[src/rtl/hazard_scoreboard.sv]
// Scoreboard hazard unit for the 5-stage MIPS pipeline: per-register
// countdowns, RAW stalls, redirect squash with scoreboard rollback.
module hazard_scoreboard #(
  parameter int NREGS    = 32,
  parameter int REGW     = 5,
  parameter int FWD_EN   = 1,
  parameter int LAT_ALU  = 1,
  parameter int LAT_LOAD = 2,
  parameter int LAT_WB   = 3,
  parameter int CNTW     = 3,
  parameter int STATW    = 16
) (
  input  logic             CLK,
  input  logic             nRST,
  input  logic             issue_valid,
  input  logic [REGW-1:0]  issue_rs,
  input  logic [REGW-1:0]  issue_rt,
  input  logic             uses_rs,
  input  logic             uses_rt,
  input  logic             issue_wr,
  input  logic [REGW-1:0]  issue_wsel,
  input  logic             issue_load,
  input  logic             redirect,
  input  logic             halt,
  output logic             pc_hold,
  output logic             enable_ID,
  output logic             flush_ID,
  output logic             flush_EX,
  output logic             flush_MEM,
  output logic [NREGS-1:0] busy_mask,
  output logic [STATW-1:0] stall_cnt,
  output logic [STATW-1:0] flush_cnt
);

  localparam logic [CNTW-1:0] L_ALU =
    CNTW'(FWD_EN != 0 ? LAT_ALU : LAT_WB);
  localparam logic [CNTW-1:0] L_LD =
    CNTW'(FWD_EN != 0 ? LAT_LOAD : LAT_WB);
  localparam logic [CNTW-1:0] ONE = CNTW'(1);
  localparam logic [CNTW-1:0] TWO = CNTW'(2);

  logic [CNTW-1:0]  cnt_q [NREGS];
  logic [CNTW-1:0]  cnt_d [NREGS];
  logic             last_v_q;
  logic [REGW-1:0]  last_w_q;
  logic [CNTW-1:0]  last_prev_q, last_prev_d;
  logic [STATW-1:0] stall_q, flush_q;

  logic            raw, issue, do_redir, do_stall;
  logic [CNTW-1:0] lat, rb;

  // A count of 1 means the producer is one stage ahead and is bypassed.
  assign raw = issue_valid &
    ((uses_rs & (cnt_q[issue_rs] > ONE)) |
     (uses_rt & (cnt_q[issue_rt] > ONE)));

  assign do_redir = ~halt & redirect;
  assign do_stall = ~halt & ~redirect & raw;
  assign issue    = ~halt & issue_valid & issue_wr &
                    (issue_wsel != '0) & ~raw & ~redirect;
  assign lat      = issue_load ? L_LD : L_ALU;
  assign rb       = (last_prev_q > TWO) ? last_prev_q - TWO : '0;
  assign last_prev_d = issue ? cnt_q[issue_wsel] : last_prev_q;

  always_comb begin
    for (int r = 0; r < NREGS; r++) begin
      cnt_d[r] = (cnt_q[r] != '0) ? cnt_q[r] - ONE : '0;
      if (issue && REGW'(r) == issue_wsel && cnt_d[r] < lat)
        cnt_d[r] = lat;
      if (do_redir && last_v_q && REGW'(r) == last_w_q)
        cnt_d[r] = rb;
      if (halt)
        cnt_d[r] = cnt_q[r];
      if (r == 0)
        cnt_d[r] = '0;
    end
  end

  always_ff @(posedge CLK or negedge nRST) begin
    if (!nRST) begin
      for (int r = 0; r < NREGS; r++) cnt_q[r] <= '0;
      last_v_q    <= 1'b0;
      last_w_q    <= '0;
      last_prev_q <= '0;
      stall_q     <= '0;
      flush_q     <= '0;
    end else if (!halt) begin
      for (int r = 0; r < NREGS; r++) cnt_q[r] <= cnt_d[r];
      last_v_q    <= issue;
      last_w_q    <= issue_wsel;
      last_prev_q <= last_prev_d;
      if (do_stall && stall_q != '1) stall_q <= stall_q + 1'b1;
      if (do_redir && flush_q != '1) flush_q <= flush_q + 1'b1;
    end
  end

  always_comb begin
    pc_hold   = 1'b0;
    enable_ID = 1'b1;
    flush_ID  = 1'b0;
    flush_EX  = 1'b0;
    flush_MEM = 1'b0;
    unique case (1'b1)
      halt: begin
        pc_hold   = 1'b1;
        enable_ID = 1'b0;
      end
      do_redir: begin
        flush_ID  = 1'b1;
        flush_EX  = 1'b1;
        flush_MEM = 1'b1;
      end
      do_stall: begin
        pc_hold   = 1'b1;
        enable_ID = 1'b0;
        flush_EX  = 1'b1;
      end
      default: ;
    endcase
  end

  always_comb begin
    for (int r = 0; r < NREGS; r++) busy_mask[r] = (cnt_q[r] != '0);
  end

  assign stall_cnt = stall_q;
  assign flush_cnt = flush_q;

endmodule
[config.mk]
export PLATFORM = sky130hd
export DESIGN_NAME = hazard_scoreboard
export DESIGN_NICKNAME = d
export VERILOG_FILES = /design/src/rtl/hazard_scoreboard.sv
export SDC_FILE = /design/constraint.sdc
export NUM_CORES = 1
export LEC_CHECK = 0
export CORE_UTILIZATION = 45
export CTS_BUF_LIST = sky130_fd_sc_hd__clkbuf_4
export CTS_CLUSTER_SIZE = 24
export DETAILED_ROUTE_END_ITERATION = 12
export SLEW_MARGIN = 20
export SYNTH_ARGS = -nofsm -noshare
export SYNTH_HDL_FRONTEND = slang
export SYNTH_SLANG_ARGS = --single-unit
[constraint.sdc]
create_clock -name CLK -period 4.9 [get_ports CLK]
set_input_delay 1.47 -clock CLK [delete_from_list [all_inputs] [get_ports CLK]]
set_output_delay 1.47 -clock CLK [all_outputs]
set_load 0.1 [all_outputs]
==> key figures <==
Drt
  • DR WL/cell: ~23 um
  • Vias: 11,510
  • Drt pass-1 iters: 5
  • DRT antenna net count: 0
  • Remaining DRCs: 0
  • Final WL: approximately 40 mm
  • Vias per Instance: 6.434
  • Initial DRC count: 1,421

Yosys
  • Number of enable flip-flop cells after synthesis: 0
  • Avg Cell Area, Syn: 8.040 um2
  • Syn Nets: roughly 1,400
  • Synthesized area: 10,870 um2
  • Fraction of registers with async set/reset: 100.0%
  • Yosys top cell area share: between 30% and 40%
  • Synthesis-stage register bit count: 134
  • Yosys cell types: 85
  • Seq/Total Area, Yosys: 30.85%
  • Ys flop type: dfrtp_1
  • Synthesized instance count: ~1,400
  • Yosys top cell by area: dfrtp_1
  • Cells taking the most area after synthesis: dfrtp_1, mux4_2, nand2_1
  • Synth Warn #: 0

Final layout
  • Commonest cells after routing, fill and taps aside: nand2_1, nor2_1, dfrtp_1
  • Area Overhead vs Synth: 18.69%
  • Commonest non-fill, non-tap cell in the layout: nand2_1
  • Register area: 3353 um2
  • Share of layout cells above drive strength 1: 14.65%
  • Filler cells: 2,291
  • Multi-input combinational cell area: between 7000 and 8000 um2
  • Nets@finish: 1,512
  • Final core utilization: 54.64%
  • Finished Layout Cells: 1,789

Global routing
  • GRT overflow: 0
  • Vias in the first global route: 10,690
  • Initial antenna violation count: 3
  • Pin count of the biggest net entering global routing: 88
  • GRT Overall Usage: 33.94%
  • First-pass GRT wire length: about 63 mm

Setup path
  • Critical Path Source Type: primary input
  • Critical Path Fanout Max: 4
  • Crit end category: primary output
  • Setup Crit Path Kind: primary input to primary output
  • Crit path DAT: between 3 and 4 ns
  • Critical Path RT: approximately 3.4 ns

Placed design
  • Inst Count DP: approximately 1,800
  • GPL Wtd Cong: 0.9645
  • Setup WS pre-CTS: -0.4918 ns
  • HPWL after DPL: a little under 30 mm
  • Buffers on Ports: 91

Floorplanning
  • Initial cell density of the core: 46.04%
  • Die X: 157.4 um
  • Row cnt: 56
  • Die height: between 150 and 200 um
  • Die area: 24,780 um2
  • Core box area: 23,610 um2
  • Boundary pin count: 93

Power
  • Power Dens Cells: approximately 270 nW/um2
  • Leakage dissipation: 5.477 nW
  • Pwr Total: 3.440 mW
  • Maximum resistive drop on vdd: 0.0004766 V

Timing
  • Worst-margin pin slew: 1.037 ns
  • Period utilization: between 90% and 100%
  • Fmax: 206.1 MHz
  • Slew HR: between 30 and 40%
  • Final worst path period need: 4.852 ns
  • Setup violations, final: 0
  • Fin. Hold Viols: 0
  • RSZ-0062 raised after global routing: true
  • Layout Skew: roughly 0.035 ns
  • Slew Limit Fails: 0
  • Worst setup margin: 0.04839 ns

Run status
  • Status: finished clean

Clock tree
  • # H-tree levels: 4
  • Worst skew pair latency: about 0.60 ns
  • CTS tree: done
  • CTS buffer count: 17
  • CTS root buf: clkbuf_4
  • Hold-fix buffers, CTS: 0
  • Clock buffer depth: 2
  • CTS sink cnt: 134
  • Clk slew on worst S/H paths: 0.16 ns

Job
  • Max-cap violations: 0

Worst hold path
  • HP Class: register to register
[flip-flops by register name, indices dropped and copies added (netlist names)]
register,count
cnt_q,93
flush_cnt,16
last_prev_q,3
last_v_q,1
last_w_q,5
stall_cnt,16
[per-stage QoR]
stage | hold WS [ns] | TNS [ns] | instance area (um2)
after global routing | 0.5287 | -0.004497 | 12900
final | 0.4921 | 0 | 12900
after floorplan | 0.4777 | -0.9251 | 10910
after CTS | 0.5008 | 0 | 12830
after detailed placement | 0.4805 | -1.395 | 12440
after global placement | 0.4761 | -1.339 | 12440
[kinds of logic after synthesis]
kind of cell             after synthesis  share of synthesized area, %
AO/OA/AOI/OAI                        353                         21.82
XOR/XNOR                              29                         2.337
adder cells (fa/ha/maj)               33                         3.798
buffers and inverters                124                         4.500
flip-flops                           134                         30.85
multiplexers                          63                         10.26
other                                  1                       0.03450
AND/OR/NAND/NOR                      615                         26.40
[cell usage after synthesis (all sizes together) (31+ instances only)]
master / n
a21oi: 61
clkbuf: 55
dfrtp: 134
ha: 33
inv: 46
mux4: 37
nand2: 211
nand3: 31
nor2: 168
nor3: 55
o21ai: 96
o22ai: 43
or3: 40
[layout make-up]
cell class | count | share of cell area (%)
diodes | 2 | 0.03879
clock inverters | 14 | 1.261
multi-input cells | 1094 | 55.49
repair buffers | 160 | 11.67
well taps | 319 | 3.093
inverters | 48 | 1.416
flip-flops and latches | 134 | 25.99
clock buffers | 18 | 1.047
[path summary, 6_finish.rpt]
check                              from            to  slack (ns)  cells past startpoint
setup / recovery            issue_rs[2]       pc_hold        0.05                     10
hold / removal             stall_cnt[9]  stall_cnt[9]        0.49                      1
setup reg to reg              cnt_q[56]      cnt_q[1]        1.72                      9
hold reg to reg            stall_cnt[9]  stall_cnt[9]        0.49                      1
max in group asynchronous          nRST     cnt_q[32]        3.05                      2
min in group asynchronous          nRST  stall_cnt[6]        0.94                      1
[power by group]
| part | internal (mW) | total (mW) | switching, mW |
|---|---|---|---|
| clock | 0.321 | 0.831 | 0.510 |
| sequential | 1.18 | 1.32 | 0.137 |
| combinational | 0.390 | 1.29 | 0.900 |
| total | 1.89 | 3.44 | 1.55 |
[metal layers]
metal,vias to the layer above,GRT usage (%),part of all wire (%)
li1,5196,-,-
met1,5484,46.75,42
met2,705,50.21,43
met3,126,8.150,11
met4,0,15.26,4.6
met5,-,0,0
[worst max-delay path, stage by stage]
cell             delay (ns)
clkdlybuf4s15_2        0.26
nor4_4                 0.33
a311oi_1               0.08
a211oi_1               0.25
o21a_2                 0.20
nand2_2                0.05
or2_4                  0.29
a21oi_4                0.20
inv_2                  0.07
buf_12                 0.16
[repair_timing]
item,in CTS,in global routing
setup buffers,2,1
endpoints found under the setup margin,3,3
gates cloned,2,0
resized for setup,36,14
pin swaps,8,11
Power figures use the tool's default switching activity.
